## config.mk

```make
export PLATFORM = sky130hd
export DESIGN_NAME = keccak_round_ctrl
export DESIGN_NICKNAME = d
export VERILOG_FILES = /design/src/rtl/keccak_ctrl_pkg.sv /design/src/rtl/keccak_round_counter.sv /design/src/rtl/keccak_round_ctrl.sv
export SDC_FILE = /design/constraint.sdc
export NUM_CORES = 1
export LEC_CHECK = 0
export ABC_AREA = 1
export CORE_AREA = 2 2 39 41
export CTS_BUF_LIST = sky130_fd_sc_hd__clkbuf_2
export DETAILED_ROUTE_END_ITERATION = 8
export DIE_AREA = 0 0 41 43
export HOLD_SLACK_MARGIN = 0.05
export PLACE_DENSITY = 0.83
export SLEW_MARGIN = 20
export SYNTH_ARGS = -nofsm -noshare
export SYNTH_HDL_FRONTEND = slang
export SYNTH_SLANG_ARGS = --single-unit
```

## constraint.sdc

```tcl
create_clock -name clk -period 2.2 [get_ports clk]
set_clock_uncertainty 0.15 [all_clocks]
set_input_delay 0.44 -clock clk [delete_from_list [all_inputs] [get_ports clk]]
set_output_delay 0.44 -clock clk [all_outputs]
set_load 0.01 [all_outputs]
```

## src/rtl/keccak_ctrl_pkg.sv

```systemverilog
// rtl/keccak_ctrl_pkg.sv - shared types and defaults for the Keccak round sequencer
package keccak_ctrl_pkg;

  localparam int KECCAK_NUM_ROUNDS = 24;
  localparam int KECCAK_SEL_W      = 5;
  localparam int KECCAK_SLICES     = 8;
  localparam int KECCAK_SLICE_W    = 3;

  // Round index as seen by the datapath and the round-constant selector
  typedef logic [KECCAK_SEL_W-1:0] round_idx_t;

  typedef enum logic [1:0] {
    IDLE = 2'd0,
    LOAD = 2'd1,
    RUN  = 2'd2,
    DONE = 2'd3
  } ctrl_state_e;

endpackage

```

## src/rtl/keccak_round_counter.sv

```systemverilog
// rtl/keccak_round_counter.sv - nested slice/round counter with wrap flag
module keccak_round_counter #(
  parameter int NUM_ROUNDS = 24,
  parameter int SLICES     = 8,
  parameter int SEL_W      = 5,
  parameter int SLICE_W    = 3
) (
  input  logic               clk,
  input  logic               rst_n,
  input  logic               clr,
  input  logic               en,
  output logic [SEL_W-1:0]   round_q,
  output logic [SLICE_W-1:0] slice_q,
  output logic               wrap
);

  localparam logic [SEL_W-1:0]   LAST_ROUND = SEL_W'(NUM_ROUNDS - 1);
  localparam logic [SLICE_W-1:0] LAST_SLICE = SLICE_W'(SLICES - 1);

  logic [SEL_W-1:0]   round_d;
  logic [SLICE_W-1:0] slice_d;
  logic               slice_last;

  assign slice_last = (slice_q == LAST_SLICE);
  // Wrap marks the final slice of the final round, independent of en
  assign wrap       = slice_last && (round_q == LAST_ROUND);

  always_comb begin
    round_d = round_q;
    slice_d = slice_q;
    if (clr) begin
      round_d = '0;
      slice_d = '0;
    end else if (en) begin
      if (slice_last) begin
        slice_d = '0;
        round_d = wrap ? '0 : round_q + 1'b1;
      end else begin
        slice_d = slice_q + 1'b1;
      end
    end
  end

  always_ff @(posedge clk or negedge rst_n) begin
    if (!rst_n) begin
      round_q <= '0;
      slice_q <= '0;
    end else begin
      round_q <= round_d;
      slice_q <= slice_d;
    end
  end

endmodule

```

## src/rtl/keccak_round_ctrl.sv

```systemverilog
// rtl/keccak_round_ctrl.sv - sequencer for the serialized Keccak-f permutation datapath
module keccak_round_ctrl
  import keccak_ctrl_pkg::*;
#(
  parameter int NUM_ROUNDS = KECCAK_NUM_ROUNDS,
  parameter int SLICES     = KECCAK_SLICES,
  parameter int SEL_W      = KECCAK_SEL_W,
  parameter int SLICE_W    = KECCAK_SLICE_W
) (
  input  logic               clk,
  input  logic               rst_n,
  input  logic               start,
  input  logic               abort,
  input  logic               out_ready,
  output logic               load_en,
  output logic               round_en,
  output logic [SEL_W-1:0]   round_sel,
  output logic [SLICE_W-1:0] slice_idx,
  output logic               round_last,
  output logic               busy,
  output logic               done
);

  localparam logic [SEL_W-1:0] LAST_ROUND = SEL_W'(NUM_ROUNDS - 1);

  ctrl_state_e state_q, state_d;
  logic load_en_q, load_en_d;
  logic round_en_q, round_en_d;
  logic busy_q, busy_d;
  logic done_q, done_d;

  logic               cnt_clr;
  logic               cnt_en;
  logic               cnt_wrap;
  logic [SEL_W-1:0]   round_q;
  logic [SLICE_W-1:0] slice_q;

  // Counters only move in RUN; anywhere else they are held at zero
  assign cnt_en  = (state_q == RUN);
  assign cnt_clr = abort || (state_q != RUN);

  keccak_round_counter #(
    .NUM_ROUNDS (NUM_ROUNDS),
    .SLICES     (SLICES),
    .SEL_W      (SEL_W),
    .SLICE_W    (SLICE_W)
  ) u_counter (
    .clk     (clk),
    .rst_n   (rst_n),
    .clr     (cnt_clr),
    .en      (cnt_en),
    .round_q (round_q),
    .slice_q (slice_q),
    .wrap    (cnt_wrap)
  );

  always_comb begin
    state_d = state_q;
    case (state_q)
      IDLE:    if (start) state_d = LOAD;
      LOAD:    state_d = RUN;
      RUN:     if (cnt_wrap) state_d = DONE;
      DONE:    if (out_ready) state_d = IDLE;
      default: state_d = IDLE;
    endcase
    if (abort && (state_q != IDLE)) state_d = IDLE;

    // Outputs are registered against the next state so they line up with it
    load_en_d  = (state_d == LOAD);
    round_en_d = (state_d == RUN);
    busy_d     = (state_d != IDLE);
    done_d     = (state_d == DONE);
  end

  always_ff @(posedge clk or negedge rst_n) begin
    if (!rst_n) begin
      state_q    <= IDLE;
      load_en_q  <= 1'b0;
      round_en_q <= 1'b0;
      busy_q     <= 1'b0;
      done_q     <= 1'b0;
    end else begin
      state_q    <= state_d;
      load_en_q  <= load_en_d;
      round_en_q <= round_en_d;
      busy_q     <= busy_d;
      done_q     <= done_d;
    end
  end

  assign load_en    = load_en_q;
  assign round_en   = round_en_q;
  assign round_sel  = round_q;
  assign slice_idx  = slice_q;
  assign round_last = round_en_q && (round_q == LAST_ROUND);
  assign busy       = busy_q;
  assign done       = done_q;

endmodule

```

# --- Yosys cells after proc, flatten, opt, wreduce, memory -nomap -nowiden ---
# Cells that the tools add are included.
op_classes:
  add_sub_neg: 2
  n_eq_ne: 9
  muxes: 12
  reduce_logical: 10
ops:
  columns: ["cell", "count"]
  rows:
  - ["5-bit two-way mux", 4]
  - ["3-bit two-way mux", 3]
  - ["2-bit == test (second input constant)", 4]
  - ["2-bit two-way mux", 4]
  - ["2-bit one-hot mux with 4 select lines", 1]
  - ["2-bit nonzero test", 4]
  - ["5-bit by 1-bit adder with 5-bit output (second input constant)", 1]
  - ["5-bit == test (second input constant)", 1]
  - ["2-bit by 1-bit == test with 1-bit output (second input constant)", 2]
  - ["3-bit by 1-bit adder with 3-bit output (second input constant)", 1]
  - ["3-bit == test (second input constant)", 1]
  - ["1-bit logical AND", 3]
  - ["2-bit zero test", 1]
  - ["2-bit inequality test (second input constant)", 1]
  - ["2-bit AND reduction", 1]
  - ["1-bit logical OR", 1]
totals:
  register_bits: 14
  input_bits: 5
  output_inout_bits: 13

# --- Longest topological paths before layout ---
# Gate-level depths: netlist (run 1).
depth:
  word_depth: 6
  ltp_mapped: 8

# --- Modules after synthesis ---
# Synthesis (run 1) repeated with hierarchy kept, for this count alone.
hier_totals:
  hier_cells: 85
  area_unflattened_um2: 705.7
modules_own_cells:
  columns: ["mod", "n_inst", "cells_per_inst", "area_each_um2", "seq_area_each_um2"]
  rows:
  - ["keccak_round_counter", 1, 55, 437.9, 200.2]
  - ["keccak_round_ctrl", 1, 30, 267.8, 150.1]

# --- Worst setup path after synthesis (run 1) ---
# Ideal clock, no wire load.
synth_path:
  kind: "reg2out"
  startpoint: "register u_counter.round_q[0]"
  endpoint: "output port round_last"
  arrival_time_ns: 1.054
  slack_ns: 0.556
  path_stages_with_launch: 4
  path_buffers: 0
  cell_sequence: "dfrtp_1 -> ha_1 -> nand2_1 -> nor3b_1"
synth_via:
  elab_chain_cells: 2
synth_rtl:
  columns: ["item", "line_no", "rtl"]
  rows:
  - ["start, declared", "keccak_round_counter.sv:12", "output logic [SEL_W-1:0] round_q,"]
  - ["start signal, assigned", "keccak_round_counter.sv:49", "round_q <= round_d;"]
  - ["5-bit == test", "keccak_round_ctrl.sv:95", "assign round_last = round_en_q && (round_q == LAST_ROUND);"]
  - ["1-bit logical AND", "keccak_round_ctrl.sv:95", null]
  - ["end, declared", "keccak_round_ctrl.sv:19", "output logic round_last,"]
# Every way passes these cells.

# --- Worst setup path in the final report (run 1) ---
layout_path:
  startpoint: "register u_counter.round_q[1]"
  endpoint: "output port round_last"
# Same word-level chain as after synthesis.

==> results of run 1 <==
[cells by family after synthesis]
family	share of synthesized area [%]
adders and majority gates	5.61
buffers and inverters	7.29
AOI/OAI and AO/OA	4.48
and+or+nand+nor	29.0
DFF	52.3
xor gates and xnor gates	1.31
[critical path, delay by kind of cell (launching register included)]
family	cells	cell delay (ns)
fa+ha+maj	1	0.23
buf+inv	1	0.29
flops	1	0.41
simple gates	2	0.27
[power groups by stage]
stage	clock network [uW]	registers, uW	logic, uW
final	118	300	129
after floorplan	0	313	62.6
after detailed placement	0	305	131
after global placement	0	304	128
after global routing	131	303	144
after CTS	122	300	132
[cells in the mapped netlist (2+ instances only)]
master,number
sky130_fd_sc_hd__nor2_1,11
sky130_fd_sc_hd__inv_2,2
sky130_fd_sc_hd__inv_1,11
sky130_fd_sc_hd__nand3_1,3
sky130_fd_sc_hd__nor2_4,2
sky130_fd_sc_hd__nand2_2,2
sky130_fd_sc_hd__dfrtp_1,14
sky130_fd_sc_hd__nand2_1,12
sky130_fd_sc_hd__nand3_2,2
sky130_fd_sc_hd__a21oi_1,5
sky130_fd_sc_hd__ha_1,3
sky130_fd_sc_hd__nor3b_1,2
[layer usage]
metal / up-vias / GRT usage [%] / part of all wire [%] / routed length, um
met5: - / 0 / 0 / 0
met3: 4 / 3.14 / 6.0 / 77
met4: 0 / 10.0 / 1.6 / 21
met2: 19 / 28.1 / 51 / 652
met1: 262 / 22.8 / 42 / 538
li1: 275 / - / - / -
[worst max path at each step]
| stage | to |
|---|---|
| floorplan | round_last |
| global placement | round_last |
| detailed placement | round_last |
| CTS | round_last |
| global route | round_last |
| finish | round_last |
[state kept, by name (all words and copies together) (netlist names)]
name and count:
load_en 1, u_counter.slice_q 3, round_en 1, u_counter.round_q 5
done 1, busy 1, state_q 2
[metrics by stage]
stage | util (%) | instance area [um2] | hold WS (ns)
after global routing | 64.7 | 896 | 0.350
after floorplan | - | 669 | -0.00559
final | 64.7 | 896 | 0.331
after CTS | 63.7 | 881 | 0.339
after detailed placement | 62.1 | 860 | 0.321
after global placement | 62.1 | 860 | 0.305
[final cells by class]
class / count / area [um2] / share of cell area [%]
Timing Repair Buffer: 20 / 191 / 21.4
Multi-Input combinational cell: 47 / 270 / 30.2
Sequential cell: 14 / 350 / 39.1
Inverter: 13 / 48.8 / 5.45
Clock buffer: 3 / 15.0 / 1.68
Tap cell: 16 / 20.0 / 2.23
[what timing repair did]
item                                   in CTS  in global routing
setup endpoints to repair                   1                  1
resized for setup                           1                  0
endpoints found under the hold margin       0                  0
cloned                                      0                  0
setup buffers                               1                  2
pin swaps                                   0                  0
[cell usage in the layout (no fill, tap or decap), drive strengths merged]
| cell | instances |
|---|---|
| buf | 3 |
| nand3 | 5 |
| o21ai | 1 |
| a21oi | 5 |
| nor3 | 1 |
| clkbuf | 3 |
| dlygate4sd2 | 1 |
| inv | 13 |
| dfrtp | 14 |
| ha | 3 |
| nor2 | 14 |
| clkdlybuf4s50 | 16 |
| xnor2 | 1 |
| nor3b | 2 |
| nand2 | 15 |
==> results.json, run 1 <==
{
  "cts_buffers": 3,
  "hold_class": "flip-flop to flip-flop",
  "clkPwrFrac_pct": 21.5,
  "die_y_um": 43,
  "timing.reg2reg.setup_slack_ns": 0.59,
  "core_area_mm2": 0.00138,
  "post_dp_hpwl_um": 975,
  "grt_first_pass_wirelength_mm": 2.13,
  "pleak_uw": 0.000421,
  "first_global_vias": 520,
  "synth.yosys.warnings": 0,
  "worstReg2RegEnd": "u_counter.round_q[4]$_DFFE_PN0P_",
  "grt_max_degree": 15,
  "final_period_minus_worst_setup_slack_ns": 2.07,
  "hold_violations": 0,
  "ff2ff_path_depth": 6,
  "synthesis.area_um2": 669,
  "n_antenna_cell": 0,
  "num-fill-cells": 129,
  "slew-limit-headroom_pct": 59.8,
  "setup_viol": 0,
  "initial_util_pct": 48.4,
  "clockBufferDepth": 2,
  "async_reset_ff_share_pct": 100,
  "io_buffers": 17,
  "critPathLaunch": "u_counter.round_q[1]$_DFFE_PN0P_",
  "arrival_ns": 1.48,
  "globalplace.congestion": 0.696,
  "post_route_cells_drive_above_1_share_pct": 16.5,
  "worst-setup-path-type": "flip-flop to output pin",
  "synth_area_per_cell_um2": 9.05,
  "synthCells": 74,
  "post-layout-total-power_uw": 546,
  "grt_setup_unrepaired": "no",
  "routed_wire_length_per_instance_um": 11.4,
  "track_usage_pct": 18.2,
  "post_synth_main_area_contributors": "sky130_fd_sc_hd__dfrtp_1 52%, sky130_fd_sc_hd__nand2_1 6.7%, sky130_fd_sc_hd__inv_1 6.2%",
  "outcome": "completed",
  "crit_path_cell_trace": "ha_1 -> nand2_1 -> nor3b_1 -> dlygate4sd2_1",
  "worstMarginPinSlew_ns": 0.601,
  "final.setup.worst_slack_ns": 0.129,
  "global_route.overflow_total": 0,
  "dieArea_mm2": 0.00176,
  "hp-start": "u_counter.slice_q[0]$_DFFE_PN0P_",
  "drt_pass1_iterations": 4,
  "clkLatencyLatePin_ns": 0.28,
  "layout_overhead_on_the_synthesized_area_pct": 33.8,
  "cts_hold_repair.buffers": 0,
  "synth.distinct_cells": 17,
  "vias": 560,
  "dp_cells": 107,
  "critPathLaunchType": "flip-flop",
  "post_drt_via_cell_ratio": 4.96,
  "die_w_um": 41,
  "clock_transition_at_path_regs_ns": 0.13,
  "hold_path_depth": 1,
  "drt_iter0_drc": 10,
  "critical_path.max_stage_delay_ns": 0.41,
  "critPathMaxFanout": 3,
  "yosysTopAreaCellShare_pct": 52.3,
  "ctsHtreeMaxLevel": 1,
  "cts_tree": "yes",
  "finalNetCount": 107,
  "postRouteWirelength_mm": 1.29,
  "power.switching_fraction_pct": 30.6,
  "p_switching_uw": 167,
  "synth_seq_cells": 14,
  "cp_data_required_time_ns": 1.61,
  "synth_area_leader_cell": "sky130_fd_sc_hd__dfrtp_1",
  "maxCapViolations": 0,
  "io_pins": 18,
  "synth_nets": 82,
  "flip_flop_cell_with_the_highest_count_after_synthesis": "sky130_fd_sc_hd__dfrtp_1",
  "seq_area_frac_synth_pct": 52.3,
  "timing.rr.start": "u_counter.slice_q[0]$_DFFE_PN0P_",
  "timing.fmax_ghz": 0.483,
  "cp_slowest_cell": "sky130_fd_sc_hd__dfrtp_1",
  "count_of_flip_flops_with_a_built_in_enable_after_synthesis": 0,
  "p_per_area_mw_per_mm2": 610,
  "place_worst_setup_slack_ns": 0.135,
  "timing.hold.worst_endpoint": "u_counter.slice_q[0]$_DFFE_PN0P_",
  "root_buffer_selected_by_cts": "sky130_fd_sc_hd__clkbuf_2",
  "setup_total_negative_slack_ns": 0,
  "slew_viol_final": 0,
  "detailed_route_drc_error_count": 0,
  "rows": 14,
  "final.period_utilization_pct": 94.1,
  "internal_power_uw": 379,
  "share_comb_of_total_power_pct": 23.6,
  "detail-route-antenna-nets": 0,
  "finalNonFillerCells": 113,
  "initial_antenna_violation_count": 0,
  "power.ir.vdd_worst_uv": 410,
  "seq_power_share_pct": 54.9,
  "cts.sinks": 14,
  "crit_path_end_kind": "output pin"
}
Power figures use the tool's default switching activity.
==> inputs of run 2 (changes only) <==
Settings changed: CORE_AREA 2 2 39 41 to not set, CORE_UTILIZATION set to 40, DIE_AREA 0 0 41 43 to not set, PLACE_DENSITY 0.83 to 0.68.
Clock period 2.2 ns to 2.65 ns, I/O delays scaled along.
==> run 2 against run 1 <==
Net effect: sequential power is 17% lower; power fell by 18%; combinational power decreased by 16%; non-clock buffer count is 3 lower; worst hold slack worse by 0.016 ns; sequential share of layout area increased by 0.95 points; clock power is 22% lower; routed wire length down 12%; sequential cell count is the same; core utilization decreased by 8.0 points; cell count fell by 2.7%.
==> results.json, run 2 (synthesized netlist as in run 1, its figures left out) <==
{
  "critPathMaxFanout": 4,
  "root_buffer_selected_by_cts": "sky130_fd_sc_hd__clkbuf_2",
  "postRouteWirelength_mm": 1.13,
  "finalInstanceArea_um2": 875,
  "share_comb_of_total_power_pct": 23.9,
  "seq_power_share_pct": 55.4,
  "clkLatencyLatePin_ns": 0.26,
  "critPathLaunchType": "flip-flop",
  "outcome": "completed",
  "post_route_cells_drive_above_1_share_pct": 13.8,
  "power.switching_fraction_pct": 29.9,
  "p_per_area_mw_per_mm2": 514,
  "vias": 513,
  "core_area_mm2": 0.00154,
  "crit_path_cell_trace": "ha_1 -> nand2_1 -> nor3b_1 -> clkdlybuf4s50_1",
  "setup_total_negative_slack_ns": 0,
  "final_period_minus_worst_setup_slack_ns": 2.47,
  "rows": 14,
  "drt_iter0_drc": 5,
  "maxCapViolations": 0,
  "layout.area.seq_um2": 350,
  "hold_class": "flip-flop to flip-flop",
  "clkPwrFrac_pct": 20.6,
  "most_frequent_cells_in_the_layout": "17 x sky130_fd_sc_hd__clkdlybuf4s50_1, 14 x sky130_fd_sc_hd__dfrtp_1, 12 x sky130_fd_sc_hd__nand2_1, 11 x sky130_fd_sc_hd__inv_1, 11 x sky130_fd_sc_hd__nor2_1",
  "routed_wire_length_per_instance_um": 10.3,
  "ctsResizeCount": 0,
  "grt_first_pass_wirelength_mm": 1.90,
  "grt_setup_unrepaired": "no",
  "cts_buffers": 3,
  "detailed_route_drc_error_count": 0,
  "initial_antenna_violation_count": 0,
  "worst-setup-path-type": "flip-flop to output pin",
  "die_w_um": 42.9,
  "grt_max_degree": 15,
  "ctsHtreeMaxLevel": 1,
  "worstMarginPinSlew_ns": 0.639,
  "placed_area_um2": 860,
  "final_layout_worst_hold_slack_ns": 0.315,
  "die_y_um": 42.9,
  "power.ir.vdd_worst_uv": 298,
  "hold_violations": 0,
  "first_global_vias": 445,
  "final_common_cell": "sky130_fd_sc_hd__clkdlybuf4s50_1",
  "multi_input_comb_area_um2": 270,
  "largest_register_ffs": 5,
  "finalNetCount": 104,
  "dieArea_mm2": 0.00184,
  "slew_viol_final": 0,
  "regMostFlops": "u_counter.round_q",
  "p_switching_uw": 134,
  "detail-route-antenna-nets": 0,
  "cts_tree": "yes",
  "io_pins": 18,
  "post_drt_via_cell_ratio": 4.66,
  "top_regs": "u_counter.round_q (5), u_counter.slice_q (3), state_q (2)",
  "post_cts_buffers": 0,
  "crit_path_end_kind": "output pin",
  "cp_slowest_cell": "sky130_fd_sc_hd__clkdlybuf4s50_1",
  "internal_power_uw": 315,
  "io_buffers": 17,
  "initial_util_pct": 43.4,
  "track_usage_pct": 14.1,
  "global_route.overflow_total": 0,
  "arrival_ns": 1.79,
  "cts_hold_repair.buffers": 0,
  "post_dp_hpwl_um": 869,
  "cp_data_required_time_ns": 1.97,
  "layout_overhead_on_the_synthesized_area_pct": 30.7,
  "final.period_utilization_pct": 93.1,
  "drt_pass1_iterations": 5,
  "globalplace.congestion": 0.786,
  "post-layout-total-power_uw": 449,
  "clock_transition_at_path_regs_ns": 0.13,
  "critical_path.max_stage_delay_ns": 0.57,
  "pleak_uw": 0.000400,
  "clockBufferDepth": 2,
  "n_antenna_cell": 0,
  "cts.sinks": 14,
  "timing.fmax_ghz": 0.405,
  "setup_viol": 0,
  "num-fill-cells": 151,
  "slew-limit-headroom_pct": 57.3
}
==> run 2: cell count changes in the layout (fill, tap and decap cells not counted) <==
cell	before	now
sky130_fd_sc_hd__buf_4	3	0
sky130_fd_sc_hd__clkdlybuf4s50_1	16	17
sky130_fd_sc_hd__dlygate4sd2_1	1	0
==> run 2: layout make-up <==
cell class / instances / area share [%]
well taps: 16 / 2.29
flip-flops and latches: 14 / 40.1
clock buffers: 3 / 1.72
multi-input cells: 47 / 30.9
repair buffers: 17 / 19.5
inverters: 13 / 5.58
==> run 2: path summary, 6_finish.rpt <==
path | start | to | slack [ns] | cells after the start
hold / removal | u_counter.slice_q[0]$_DFFE_PN0P_ | u_counter.slice_q[0]$_DFFE_PN0P_ | 0.32 | 1
min in group asynchronous | rst_n | load_en$_DFF_PN0_ | 0.49 | 1
setup / recovery | u_counter.round_q[0]$_DFFE_PN0P_ | round_last | 0.18 | 4
max in group asynchronous | rst_n | u_counter.round_q[4]$_DFFE_PN0P_ | 1.44 | 1
hold reg to reg | u_counter.slice_q[0]$_DFFE_PN0P_ | u_counter.slice_q[0]$_DFFE_PN0P_ | 0.32 | 1
setup reg to reg | u_counter.slice_q[0]$_DFFE_PN0P_ | u_counter.round_q[3]$_DFFE_PN0P_ | 1.06 | 6
==> run 2: routing by layer <==
metal  global-route usage (%)  vias up  wire (um)
met5                        0        -          0
met4                     7.50        0          6
met3                     2.55        2         45
met2                     20.9       11        521
met1                     19.4      230        559
li1                         -      270          -
==> run 2: worst max-delay path, delay by kind of cell (launching register included) <==
kind	cells	cell delay, ns
fa+ha+maj	1	0.23
flops	1	0.43
buf+inv	1	0.57
simple gates	2	0.29
==> run 2: per-stage QoR <==
stage	instances	util (%)	worst slack, ns
final	110	56.7	0.184
after detailed placement	107	55.8	0.490
after global placement	107	55.8	0.519
after global routing	110	56.7	0.0609
after CTS	110	56.7	0.151
after floorplan	74	-	0.916
==> run 2: power by group through the flow <==
stage	Clock (uW)	Combinational, uW	Sequential, uW
6_report	92.6	108	249
5_1_grt	109	117	251
4_1_cts	100	109	249
3_5_place_dp	0	108	253
3_3_place_gp	0	107	253
2_1_floorplan	0	52.0	259
